===== src/rtl/i2c_seq_pkg.sv =====
// Shared types and constants for the I2C command sequencer: the command-entry
// layout, the fixed power-up command table and the one-hot state encodings.
package i2c_seq_pkg;

    localparam int MAX_TRANSFER_DEFAULT = 4;
    localparam int NUM_CMDS_DEFAULT     = 6;
    localparam int LEN_W                = $clog2(MAX_TRANSFER_DEFAULT + 1);
    localparam int DATA_W               = MAX_TRANSFER_DEFAULT * 8;

    // One I2C transaction: target address, byte counts and bytes to write.
    typedef struct packed {
        logic [6:0]        addr;
        logic [LEN_W-1:0]  wrLen;
        logic [LEN_W-1:0]  rdLen;
        logic [DATA_W-1:0] wrData;
    } cmd_entry_t;

    // Power-up command list, executed in order once per pass.
    localparam cmd_entry_t CMD_TABLE [NUM_CMDS_DEFAULT] = '{
        '{addr: 7'h2D, wrLen: 3'd1, rdLen: 3'd2, wrData: 32'h0000_001C},
        '{addr: 7'h2D, wrLen: 3'd2, rdLen: 3'd0, wrData: 32'h0000_8003},
        '{addr: 7'h48, wrLen: 3'd1, rdLen: 3'd1, wrData: 32'h0000_0005},
        '{addr: 7'h48, wrLen: 3'd3, rdLen: 3'd0, wrData: 32'h0012_3401},
        '{addr: 7'h50, wrLen: 3'd4, rdLen: 3'd0, wrData: 32'hDEAD_BEEF},
        '{addr: 7'h50, wrLen: 3'd1, rdLen: 3'd4, wrData: 32'h0000_0010}
    };

    localparam int STATE_W = 8;
    localparam logic [STATE_W-1:0] S_DELAY     = 8'b0000_0001;
    localparam logic [STATE_W-1:0] S_ISSUE     = 8'b0000_0010;
    localparam logic [STATE_W-1:0] S_WAIT_BUSY = 8'b0000_0100;
    localparam logic [STATE_W-1:0] S_WAIT_DONE = 8'b0000_1000;
    localparam logic [STATE_W-1:0] S_CHECK     = 8'b0001_0000;
    localparam logic [STATE_W-1:0] S_NEXT      = 8'b0010_0000;
    localparam logic [STATE_W-1:0] S_DONE      = 8'b0100_0000;
    localparam logic [STATE_W-1:0] S_ERROR     = 8'b1000_0000;

    // True while a transaction descriptor must be presented to the master.
    function automatic logic isInFlight(input logic [STATE_W-1:0] st);
        return (st & (S_ISSUE | S_WAIT_BUSY | S_WAIT_DONE)) != '0;
    endfunction

endpackage


===== src/rtl/i2c_seq_cmd_rom.sv =====
// Combinational lookup of one command-table entry; indices past the end of
// the table (or past NUM_CMDS) read back as an all-zero entry.
module i2c_seq_cmd_rom
    import i2c_seq_pkg::*;
#(
    parameter int NUM_CMDS = NUM_CMDS_DEFAULT
) (
    input  logic [2:0] index_i,
    output cmd_entry_t entry_o
);

    // Table read with a zero default for unused indices.
    always_comb begin
        entry_o = '0;
        if ((int'(index_i) < NUM_CMDS) && (int'(index_i) < NUM_CMDS_DEFAULT)) begin
            entry_o = CMD_TABLE[index_i];
        end
    end

endmodule


===== src/rtl/i2c_cmd_sequencer.sv =====
// Walks the command table after a start-up delay, handing each entry to an
// i2c_master and retrying entries that get no response.
// Optional build macro: I2C_SEQ_REPEAT_EN -- when defined, the table is
// re-run REPEAT_DELAY cycles after each completed pass; otherwise DONE is
// terminal until reset.
module i2c_cmd_sequencer
    import i2c_seq_pkg::*;
#(
    parameter int MAX_TRANSFER  = MAX_TRANSFER_DEFAULT,
    parameter int NUM_CMDS      = NUM_CMDS_DEFAULT,
    parameter int STARTUP_DELAY = 500,
    parameter int RETRY_LIMIT   = 3,
    parameter int BUSY_TIMEOUT  = 255,
    parameter int REPEAT_DELAY  = 100000
) (
    input  logic                               clk_48mhz,
    input  logic                               i2c_rst,
    input  logic                               enable,
    output logic [6:0]                         i2c_address,
    output logic [MAX_TRANSFER*8-1:0]          write_data,
    output logic [$clog2(MAX_TRANSFER+1)-1:0]  write_transfer_length,
    output logic [$clog2(MAX_TRANSFER+1)-1:0]  read_transfer_length,
    output logic                               start,
    input  logic                               busy,
    input  logic                               complete,
    input  logic                               no_response,
    input  logic [MAX_TRANSFER*8-1:0]          read_data,
    output logic [31:0]                        status_data,
    output logic [2:0]                         cmd_index,
    output logic                               seq_done,
    output logic                               seq_error
);

    localparam int XFER_W  = MAX_TRANSFER * 8;
    localparam int LW      = $clog2(MAX_TRANSFER + 1);
    localparam int CNT_A   = (STARTUP_DELAY > BUSY_TIMEOUT) ? STARTUP_DELAY : BUSY_TIMEOUT;
    localparam int CNT_MAX = (CNT_A > REPEAT_DELAY) ? CNT_A : REPEAT_DELAY;
    localparam int CNT_W   = $clog2(CNT_MAX + 1);
    localparam int RETRY_W = (RETRY_LIMIT < 1) ? 1 : $clog2(RETRY_LIMIT + 1);

    logic [STATE_W-1:0] state_q, state_d;
    logic [CNT_W-1:0]   delayCnt_q, delayCnt_d;
    logic               start_q, start_d;
    logic [2:0]         cmdIdx_q, cmdIdx_d;
    logic [RETRY_W-1:0] retry_q, retry_d;
    logic [31:0]        status_q, status_d;
    logic               done_q, done_d;
    logic               error_q, error_d;
    logic               timedOut_q, timedOut_d;
    cmd_entry_t         romEntry;

    i2c_seq_cmd_rom #(
        .NUM_CMDS (NUM_CMDS)
    ) u_cmd_rom (
        .index_i (cmdIdx_q),
        .entry_o (romEntry)
    );

    // Next-state logic; one counter is shared by start-up delay, busy timeout and repeat delay.
    always_comb begin
        state_d    = state_q;
        delayCnt_d = delayCnt_q;
        start_d    = start_q;
        cmdIdx_d   = cmdIdx_q;
        retry_d    = retry_q;
        status_d   = status_q;
        done_d     = done_q;
        error_d    = error_q;
        timedOut_d = timedOut_q;
        case (state_q)
            S_DELAY: begin
                if (!enable) begin
                    delayCnt_d = CNT_W'(STARTUP_DELAY);
                end else if (delayCnt_q == '0) begin
                    state_d = S_ISSUE;
                end else begin
                    delayCnt_d = delayCnt_q - CNT_W'(1);
                end
            end
            S_ISSUE: begin
                start_d    = 1'b1;
                timedOut_d = 1'b0;
                delayCnt_d = CNT_W'(BUSY_TIMEOUT - 1);
                state_d    = S_WAIT_BUSY;
            end
            S_WAIT_BUSY: begin
                if (busy) begin
                    start_d = 1'b0;
                    state_d = S_WAIT_DONE;
                end else if (delayCnt_q == '0) begin
                    start_d    = 1'b0;
                    timedOut_d = 1'b1;
                    state_d    = S_CHECK;
                end else begin
                    delayCnt_d = delayCnt_q - CNT_W'(1);
                end
            end
            S_WAIT_DONE: begin
                if (!busy) begin
                    state_d = S_CHECK;
                end
            end
            S_CHECK: begin
                // Anything other than a clean completion (including no status at all) counts as a failed attempt.
                if (!timedOut_q && complete && !no_response) begin
                    if (romEntry.rdLen != '0) begin
                        status_d = 32'(read_data);
                    end
                    retry_d = '0;
                    state_d = S_NEXT;
                end else if (retry_q < RETRY_W'(RETRY_LIMIT)) begin
                    retry_d = retry_q + RETRY_W'(1);
                    state_d = S_ISSUE;
                end else begin
                    error_d = 1'b1;
                    state_d = S_ERROR;
                end
            end
            S_NEXT: begin
                if (cmdIdx_q == 3'(NUM_CMDS - 1)) begin
                    done_d     = 1'b1;
                    delayCnt_d = CNT_W'(REPEAT_DELAY - 1);
                    state_d    = S_DONE;
                end else begin
                    cmdIdx_d = cmdIdx_q + 3'd1;
                    state_d  = S_ISSUE;
                end
            end
            S_DONE: begin
`ifdef I2C_SEQ_REPEAT_EN
                if (delayCnt_q == '0) begin
                    done_d   = 1'b0;
                    cmdIdx_d = '0;
                    retry_d  = '0;
                    state_d  = S_ISSUE;
                end else begin
                    delayCnt_d = delayCnt_q - CNT_W'(1);
                end
`else
                state_d = S_DONE;
`endif
            end
            S_ERROR: begin
                state_d = S_ERROR;
            end
            default: begin
                error_d = 1'b1;
                start_d = 1'b0;
                state_d = S_ERROR;
            end
        endcase
    end

    // State registers with asynchronous return to the start-up delay.
    always_ff @(posedge clk_48mhz or posedge i2c_rst) begin
        if (i2c_rst) begin
            state_q    <= S_DELAY;
            delayCnt_q <= CNT_W'(STARTUP_DELAY);
            start_q    <= 1'b0;
            cmdIdx_q   <= '0;
            retry_q    <= '0;
            status_q   <= '0;
            done_q     <= 1'b0;
            error_q    <= 1'b0;
            timedOut_q <= 1'b0;
        end else begin
            state_q    <= state_d;
            delayCnt_q <= delayCnt_d;
            start_q    <= start_d;
            cmdIdx_q   <= cmdIdx_d;
            retry_q    <= retry_d;
            status_q   <= status_d;
            done_q     <= done_d;
            error_q    <= error_d;
            timedOut_q <= timedOut_d;
        end
    end

    // Descriptor is the current table entry while a transaction is open, zero otherwise.
    always_comb begin
        i2c_address           = '0;
        write_data            = '0;
        write_transfer_length = '0;
        read_transfer_length  = '0;
        if (isInFlight(state_q)) begin
            i2c_address           = romEntry.addr;
            write_data            = XFER_W'(romEntry.wrData);
            write_transfer_length = LW'(romEntry.wrLen);
            read_transfer_length  = LW'(romEntry.rdLen);
        end
    end

    assign start       = start_q;
    assign cmd_index   = cmdIdx_q;
    assign status_data = status_q;
    assign seq_done    = done_q;
    assign seq_error   = error_q;

endmodule


===== config.mk =====
export PLATFORM = sky130hd
export DESIGN_NAME = i2c_cmd_sequencer
export DESIGN_NICKNAME = d
export VERILOG_FILES = /design/src/rtl/i2c_seq_pkg.sv /design/src/rtl/i2c_seq_cmd_rom.sv /design/src/rtl/i2c_cmd_sequencer.sv
export SDC_FILE = /design/constraint.sdc
export NUM_CORES = 1
export LEC_CHECK = 0
export CAP_MARGIN = 10
export CORE_MARGIN = 2
export CORE_UTILIZATION = 48
export CTS_BUF_LIST = sky130_fd_sc_hd__clkbuf_8
export DETAILED_ROUTE_END_ITERATION = 7
export GPL_ROUTABILITY_DRIVEN = 0
export PLACE_DENSITY = 0.88
export SLEW_MARGIN = 15
export SYNTH_ARGS = -nofsm -noshare
export SYNTH_HDL_FRONTEND = slang
export SYNTH_SLANG_ARGS = --single-unit

===== constraint.sdc =====
create_clock -name clk_48mhz -period 3.08 [get_ports clk_48mhz]
set_input_delay 0.308 -clock clk_48mhz [delete_from_list [all_inputs] [get_ports clk_48mhz]]
set_output_delay 0.308 -clock clk_48mhz [all_outputs]
set_load 0.005 [all_outputs]

==> results.py, run 1 <==
metrics = {
    "place": {
        "placed_cells": 554,
        "port_buffers": 114,
        "dpl.hpwl_um": 7128,
    },
    "critical_path": {
        "path_class": "flip-flop to output port",
        "r2r_start": "state_q[1]",
        "startpoint": "cmd_index[2]",
        "regToRegEndpoint": "status_data[0]",
        "r2r_slack_ns": 0.49,
        "path_max_fanout": 17,
        "r2r_cells": 5,
        "crit_path_end_kind": "output port",
        "cp.required_ns": 2.77,
        "critPathArrivalTime_ns": 2.44,
        "crit_end": "write_data[23]",
        "start_kind": "flip-flop",
    },
    "timing": {
        "finalCriticalPeriod_ns": 2.748,
        "min_period_over_period": 0.8922,
        "finalHoldViolCount": 0,
        "finalClockSkew_ns": 0.007783,
        "tightest_slew_ns": 0.7324,
        "max_freq_mhz": 363.9,
        "fin_tns_setup_ns": 0,
        "rsz0062_at_grt": "false",
        "finalMaxSlewViolations": 0,
        "finalSetupViolCount": 0,
        "hold_slack_ns": 0.3933,
        "slew_headroom": 0.5100,
    },
    "synth": {
        "yosys.area_share.simple": 0.1852,
        "ys.flop_type": "dfrtp_1",
        "yosysMostFrequentCell": "dfrtp_1",
        "synthMuxAreaShare": 0.1031,
        "synth_top_family_by_area": "simple AND/OR/NAND/NOR gates",
        "synthXorXnorAreaFrac": 0.01153,
        "synth.area.top_cells": "dfrtp_1 (39%), mux2_2 (8.9%), buf_4 (5.7%), dfstp_2 (4.8%), ha_1 (4.0%)",
        "synth_edf_count": 0,
        "synth_cell_types": 66,
        "synth_commonest_cells": "dfrtp_1 (59), mux2_2 (30), buf_4 (29)",
        "syn_area_sq_um": 3797,
        "synthCells": 371,
        "syn_area_per_cell_sq_um": 10.24,
        "ys_seq_area_frac": 0.4372,
        "yosys_warnings": 0,
        "async_flop_share": 1.000,
        "ys_ff_latch": 66,
        "synthAdderAreaFrac": 0.03954,
        "yosysTopAreaCellShare": 0.3888,
        "synth_compound_area_frac": 0.1275,
        "yosys.area.top_type": "dfrtp_1",
    },
    "final_layout": {
        "final_net_count": 513,
        "fin_cells": 570,
        "num_antenna_cells": 0,
        "syn_to_final_growth_pct": 33.01,
        "drive_above_1_share": 0.1667,
    },
    "min_path": {
        "hp-class": "input port to async pin",
    },
    "power_and_ir_drop": {
        "clockPowerShare": 0.460,
        "power_density_nw_per_um2": 355.7,
        "power_mw": 1.797,
        "vdd_ir_drop_max_uv": 419.4,
        "p_seq_frac": 0.488,
        "pwr-share-comb": 0.052,
        "swShare": 0.2279,
        "switching_power_uw": 409.5,
        "internal-power_mw": 1.387,
        "p_leak_nw": 2.168,
    },
    "global_routing": {
        "gr-total-overflow": 0,
        "grt_pass1_wl_um": 15780,
        "antenna_found_initial": 0,
        "grt_pass1_vias": 3185,
        "track_usage": 0.2320,
        "grt_max_degree": 36,
    },
    "clock_network": {
        "h-tree-depth": 3,
        "cts_tree": "yes",
        "cts_buffers": 9,
        "clkSinkCount": 66,
        "clk_latency_ns": 0.35,
        "cts_root_buf": "clkbuf_8",
        "holdBufCountCts": 0,
        "cts_resized": 0,
        "clk_path_buf_depth": 2,
        "clk_transition_reported_paths_ns": 0.08,
        "post_cts_buffers": 0,
    },
    "route": {
        "drc": 0,
        "post_drt_via_cell_ratio": 5.725,
        "drtAntennaViolNets": 0,
        "via_count": 3263,
        "wirelength_um": 9814,
        "drt_pre_antenna_iters": 4,
        "wire_per_inst_um": 17.22,
        "first_iter_violations": 189,
    },
    "floorplanning": {
        "row_count": 32,
        "core_area_sq_um": 7687,
        "die_w_um": 92.95,
        "die_area_sq_um": 8639,
        "start_util": 0.4940,
        "ios": 121,
        "die_y_um": 92.95,
    },
    "job": {
        "cap_violations": 0,
    },
    "outcome": {
        "status": "completed",
    },
}
power by group through the flow:
stage	Sequential (mW)	Clock (mW)	Combinational [mW]
floorplan	0.892	0	0.0367
global placement	0.893	0	0.0898
detailed placement	0.893	0	0.0932
CTS	0.876	0.838	0.0942
global route	0.877	0.882	0.103
finish	0.877	0.827	0.0931
worst min-delay path by stage:
stage	endpoint	slack [ns]	from	cells past startpoint
floorplan	state_q[4]	0.37	busy	1
global placement	seq_done	0.46	seq_done	1
detailed placement	seq_done	0.46	seq_done	1
CTS	status_data[9]	0.41	i2c_rst	2
global route	status_data[4]	0.45	i2c_rst	2
finish	status_data[4]	0.39	i2c_rst	2
registers in the layout, summed over array words and instances, names as in the netlist:
signal,flops
timedOut_q,1
cmd_index,3
status_data,32
state_q,8
seq_done,1
delayCnt_q,17
seq_error,1
retry_q,2
start,1
worst max-delay path: stages, from the launching register on:
cell	delay, ns
dfrtp_1	0.54
ha_1	0.29
or2_2	0.36
nor3_1	0.15
buf_4	0.22
clkdlybuf4s50_1	0.53
placed cells by master (no fill, tap or decap), types with 6 or more instances in the layout:
cell	count
nor4_1	6
a21oi_1	13
dfstp_2	7
inv_1	10
nand2_1	20
clkbuf_8	9
o21ai_0	21
clkdlybuf4s50_1	114
nand3_1	12
nor2_1	27
mux2_2	30
ha_1	12
dfrtp_1	59
nor3_1	12
conb_1	6
cell type report:
type                            count  area [sq um]
Fill cell                         575          2636
Sequential cell                    66          1660
Clock inverter                      7         100.1
Inverter                           12         45.04
Clock buffer                        9         123.9
Timing Repair Buffer              120          1199
Multi-Input combinational cell    254          1795
Tap cell                          102         127.6
logic make-up after synthesis:
logic type | Yosys count
other | 1
XOR/XNOR | 5
adder cells (fa/ha/maj) | 12
flip-flops | 66
AO/OA/AOI/OAI | 72
AND/OR/NAND/NOR | 124
multiplexers | 35
buffers and inverters | 56
through the flow:
| stage | worst slack (ns) | util | cell area [sq um] |
|---|---|---|---|
| floorplan | 0.4742 | - | 3816 |
| global placement | 0.6122 | 0.6279 | 4827 |
| detailed placement | 0.5281 | 0.6279 | 4827 |
| CTS | 0.3090 | 0.6571 | 5051 |
| global route | 0.2010 | 0.6571 | 5051 |
| finish | 0.3321 | 0.6571 | 5051 |
metal layers:
layer  up-vias  routed length [um]  track usage  part of all wire
met2       135                5245       0.4118              0.53
met1      1602                3735       0.2715              0.38
met3        29                 569      0.05370             0.058
met4         0                 263      0.08824             0.027
li1       1497                   -            -                 -
met5         -                   0            0                 0
Power figures use the tool's default switching activity.
==> run 2: changes to the inputs <==
==> constraint.sdc (replaced) <==
create_clock -name clk_48mhz -period 2.72 [get_ports clk_48mhz]
set_input_delay 0.272 -clock clk_48mhz [delete_from_list [all_inputs] [get_ports clk_48mhz]]
set_output_delay 0.272 -clock clk_48mhz [all_outputs]
set_load 0.005 [all_outputs]
==> run 2 against run 1 <==
  * Global-route usage fell by 0.17 points
  * First-iteration DRC count up 31%
  * Via count grew 1.3%
  * Critical endpoint is now write_data[16]
  * Cell area rose by 0.20%
  * Critical path depth unchanged
  * Die area unchanged
  * Power increased by 11%
==> results.py, run 2 (same netlist as run 1, synthesis figures left out) <==
metrics = {
    "critical_path": {
        "worstPathCellList": "ha_1 -> or2_2 -> nor3_1 -> buf_4 -> clkdlybuf4s50_1",
        "slowest_stage": "clkdlybuf4s50_1",
        "path_class": "flip-flop to output port",
        "start_kind": "flip-flop",
        "cp.required_ns": 2.45,
        "critPathArrivalTime_ns": 2.29,
        "max_stage_delay_ns": 0.53,
        "crit_path_end_kind": "output port",
        "critical-path-top-delay-family": "buffers and inverters",
        "path_max_fanout": 17,
        "critical_path_buf_inv_count": 2,
    },
    "floorplanning": {
        "start_util": 0.4940,
        "row_count": 32,
        "die_y_um": 92.95,
        "ios": 121,
        "die_area_sq_um": 8639,
        "core_area_sq_um": 7687,
        "die_w_um": 92.95,
    },
    "global_routing": {
        "grt_pass1_vias": 3275,
        "grt_max_degree": 37,
        "gr-total-overflow": 0,
        "grt_pass1_wl_um": 15700,
        "antenna_found_initial": 0,
        "track_usage": 0.2303,
    },
    "min_path": {
        "hp-class": "input port to async pin",
    },
    "timing": {
        "tightest_slew_ns": 0.6622,
        "finalSetupViolCount": 0,
        "min_period_over_period": 0.9415,
        "setup_slack_ns": 0.1591,
        "slew_headroom": 0.5579,
        "finalClockSkew_ns": 0.007455,
        "finalCriticalPeriod_ns": 2.561,
        "fin_tns_setup_ns": 0,
        "finalMaxSlewViolations": 0,
        "finalHoldViolCount": 0,
        "rsz0062_at_grt": "false",
        "max_freq_mhz": 390.5,
    },
    "final_layout": {
        "final_common_cell": "clkdlybuf4s50_1",
        "num_antenna_cells": 0,
        "syn_to_final_growth_pct": 33.28,
        "drive_above_1_share": 0.1681,
        "final_net_count": 515,
        "mostFrequentLayoutCells": "clkdlybuf4s50_1 (114), dfrtp_1 (59), mux2_2 (30)",
        "largest_reg_flops": 32,
    },
    "clock_network": {
        "clkSinkCount": 66,
        "clk_path_buf_depth": 2,
        "h-tree-depth": 3,
        "cts_buffers": 9,
        "holdBufCountCts": 0,
        "clk_transition_reported_paths_ns": 0.07,
        "cts_resized": 0,
        "clk_latency_ns": 0.34,
        "cts_root_buf": "clkbuf_8",
        "post_cts_buffers": 0,
        "cts_tree": "yes",
    },
    "power_and_ir_drop": {
        "swShare": 0.2096,
        "clockPowerShare": 0.451,
        "switching_power_uw": 419.4,
        "power_density_nw_per_um2": 395.4,
        "vdd_ir_drop_max_uv": 293.7,
        "internal-power_mw": 1.582,
        "power_mw": 2.001,
        "p_leak_nw": 2.177,
        "p_seq_frac": 0.496,
        "pwr-share-comb": 0.052,
    },
    "route": {
        "first_iter_violations": 247,
        "wire_per_inst_um": 16.88,
        "drt_pre_antenna_iters": 5,
        "post_drt_via_cell_ratio": 5.781,
        "drc": 0,
        "drtAntennaViolNets": 0,
        "wirelength_um": 9653,
        "via_count": 3307,
    },
    "outcome": {
        "status": "completed",
    },
    "job": {
        "cap_violations": 0,
    },
    "place": {
        "dpl.hpwl_um": 7062,
        "port_buffers": 114,
        "dpl_worst_slack_ns": 0.4265,
    },
}
==> run 2: layer usage <==
metal | vias to the layer above | share of wire | GRT usage
li1 | 1488 | - | -
met1 | 1630 | 0.37 | 0.2659
met2 | 157 | 0.54 | 0.4064
met3 | 32 | 0.062 | 0.05045
met4 | 0 | 0.034 | 0.1054
met5 | - | 0 | 0
==> run 2: final timing paths <==
| path | slack, ns | cells after the start | from | endpoint |
|---|---|---|---|---|
| max | 0.16 | 5 | cmd_index[1] | write_data[16] |
| min | 0.35 | 2 | i2c_rst | status_data[15] |
| max reg2reg | 0.37 | 7 | cmd_index[1] | delayCnt_q[9] |
| min reg2reg | 0.47 | 1 | seq_done | seq_done |
| max in group asynchronous | 1.68 | 3 | i2c_rst | state_q[0] |
| min in group clk_48mhz | 0.47 | 1 | seq_done | seq_done |
==> run 2: area by class of cell <==
class	count	area (sq um)
clock inverter	6	81.33
clock buffer	10	137.6
sequential	66	1660
inverter	12	45.04
fill	589	2626
tap	102	127.6
multi-input combinational	254	1795
timing repair buffer	122	1214
==> run 2: through the flow <==
| step | utilization | hold WS (ns) | instance area, sq um | cells |
|---|---|---|---|---|
| after floorplan | - | 0.3351 | 3816 | 376 |
| after global placement | 0.6299 | 0.4513 | 4842 | 556 |
| after detailed placement | 0.6299 | 0.4572 | 4842 | 556 |
| after CTS | 0.6584 | 0.3639 | 5061 | 572 |
| after global routing | 0.6584 | 0.4052 | 5061 | 572 |
| final | 0.6584 | 0.3548 | 5061 | 572 |
==> run 2: power groups by stage <==
| stage | logic (mW) | registers, mW | clock network, mW |
|---|---|---|---|
| after floorplan | 0.0416 | 1.01 | 0 |
| after global placement | 0.101 | 1.01 | 0 |
| after detailed placement | 0.105 | 1.01 | 0 |
| after CTS | 0.106 | 0.993 | 0.918 |
| after global routing | 0.115 | 0.993 | 0.970 |
| final | 0.105 | 0.993 | 0.903 |
==> run 3: changes to the inputs <==
--- a/config.mk
+++ b/config.mk
@@ -12,7 +12,7 @@
 export DETAILED_ROUTE_END_ITERATION = 7
 export GPL_ROUTABILITY_DRIVEN = 0
 export PLACE_DENSITY = 0.88
-export SLEW_MARGIN = 15
+export SLEW_MARGIN = 20
 export SYNTH_ARGS = -nofsm -noshare
 export SYNTH_HDL_FRONTEND = slang
 export SYNTH_SLANG_ARGS = --single-unit
==> results of run 3 <==
No change in the layout: final DEF, timing and power equal those of run 2.
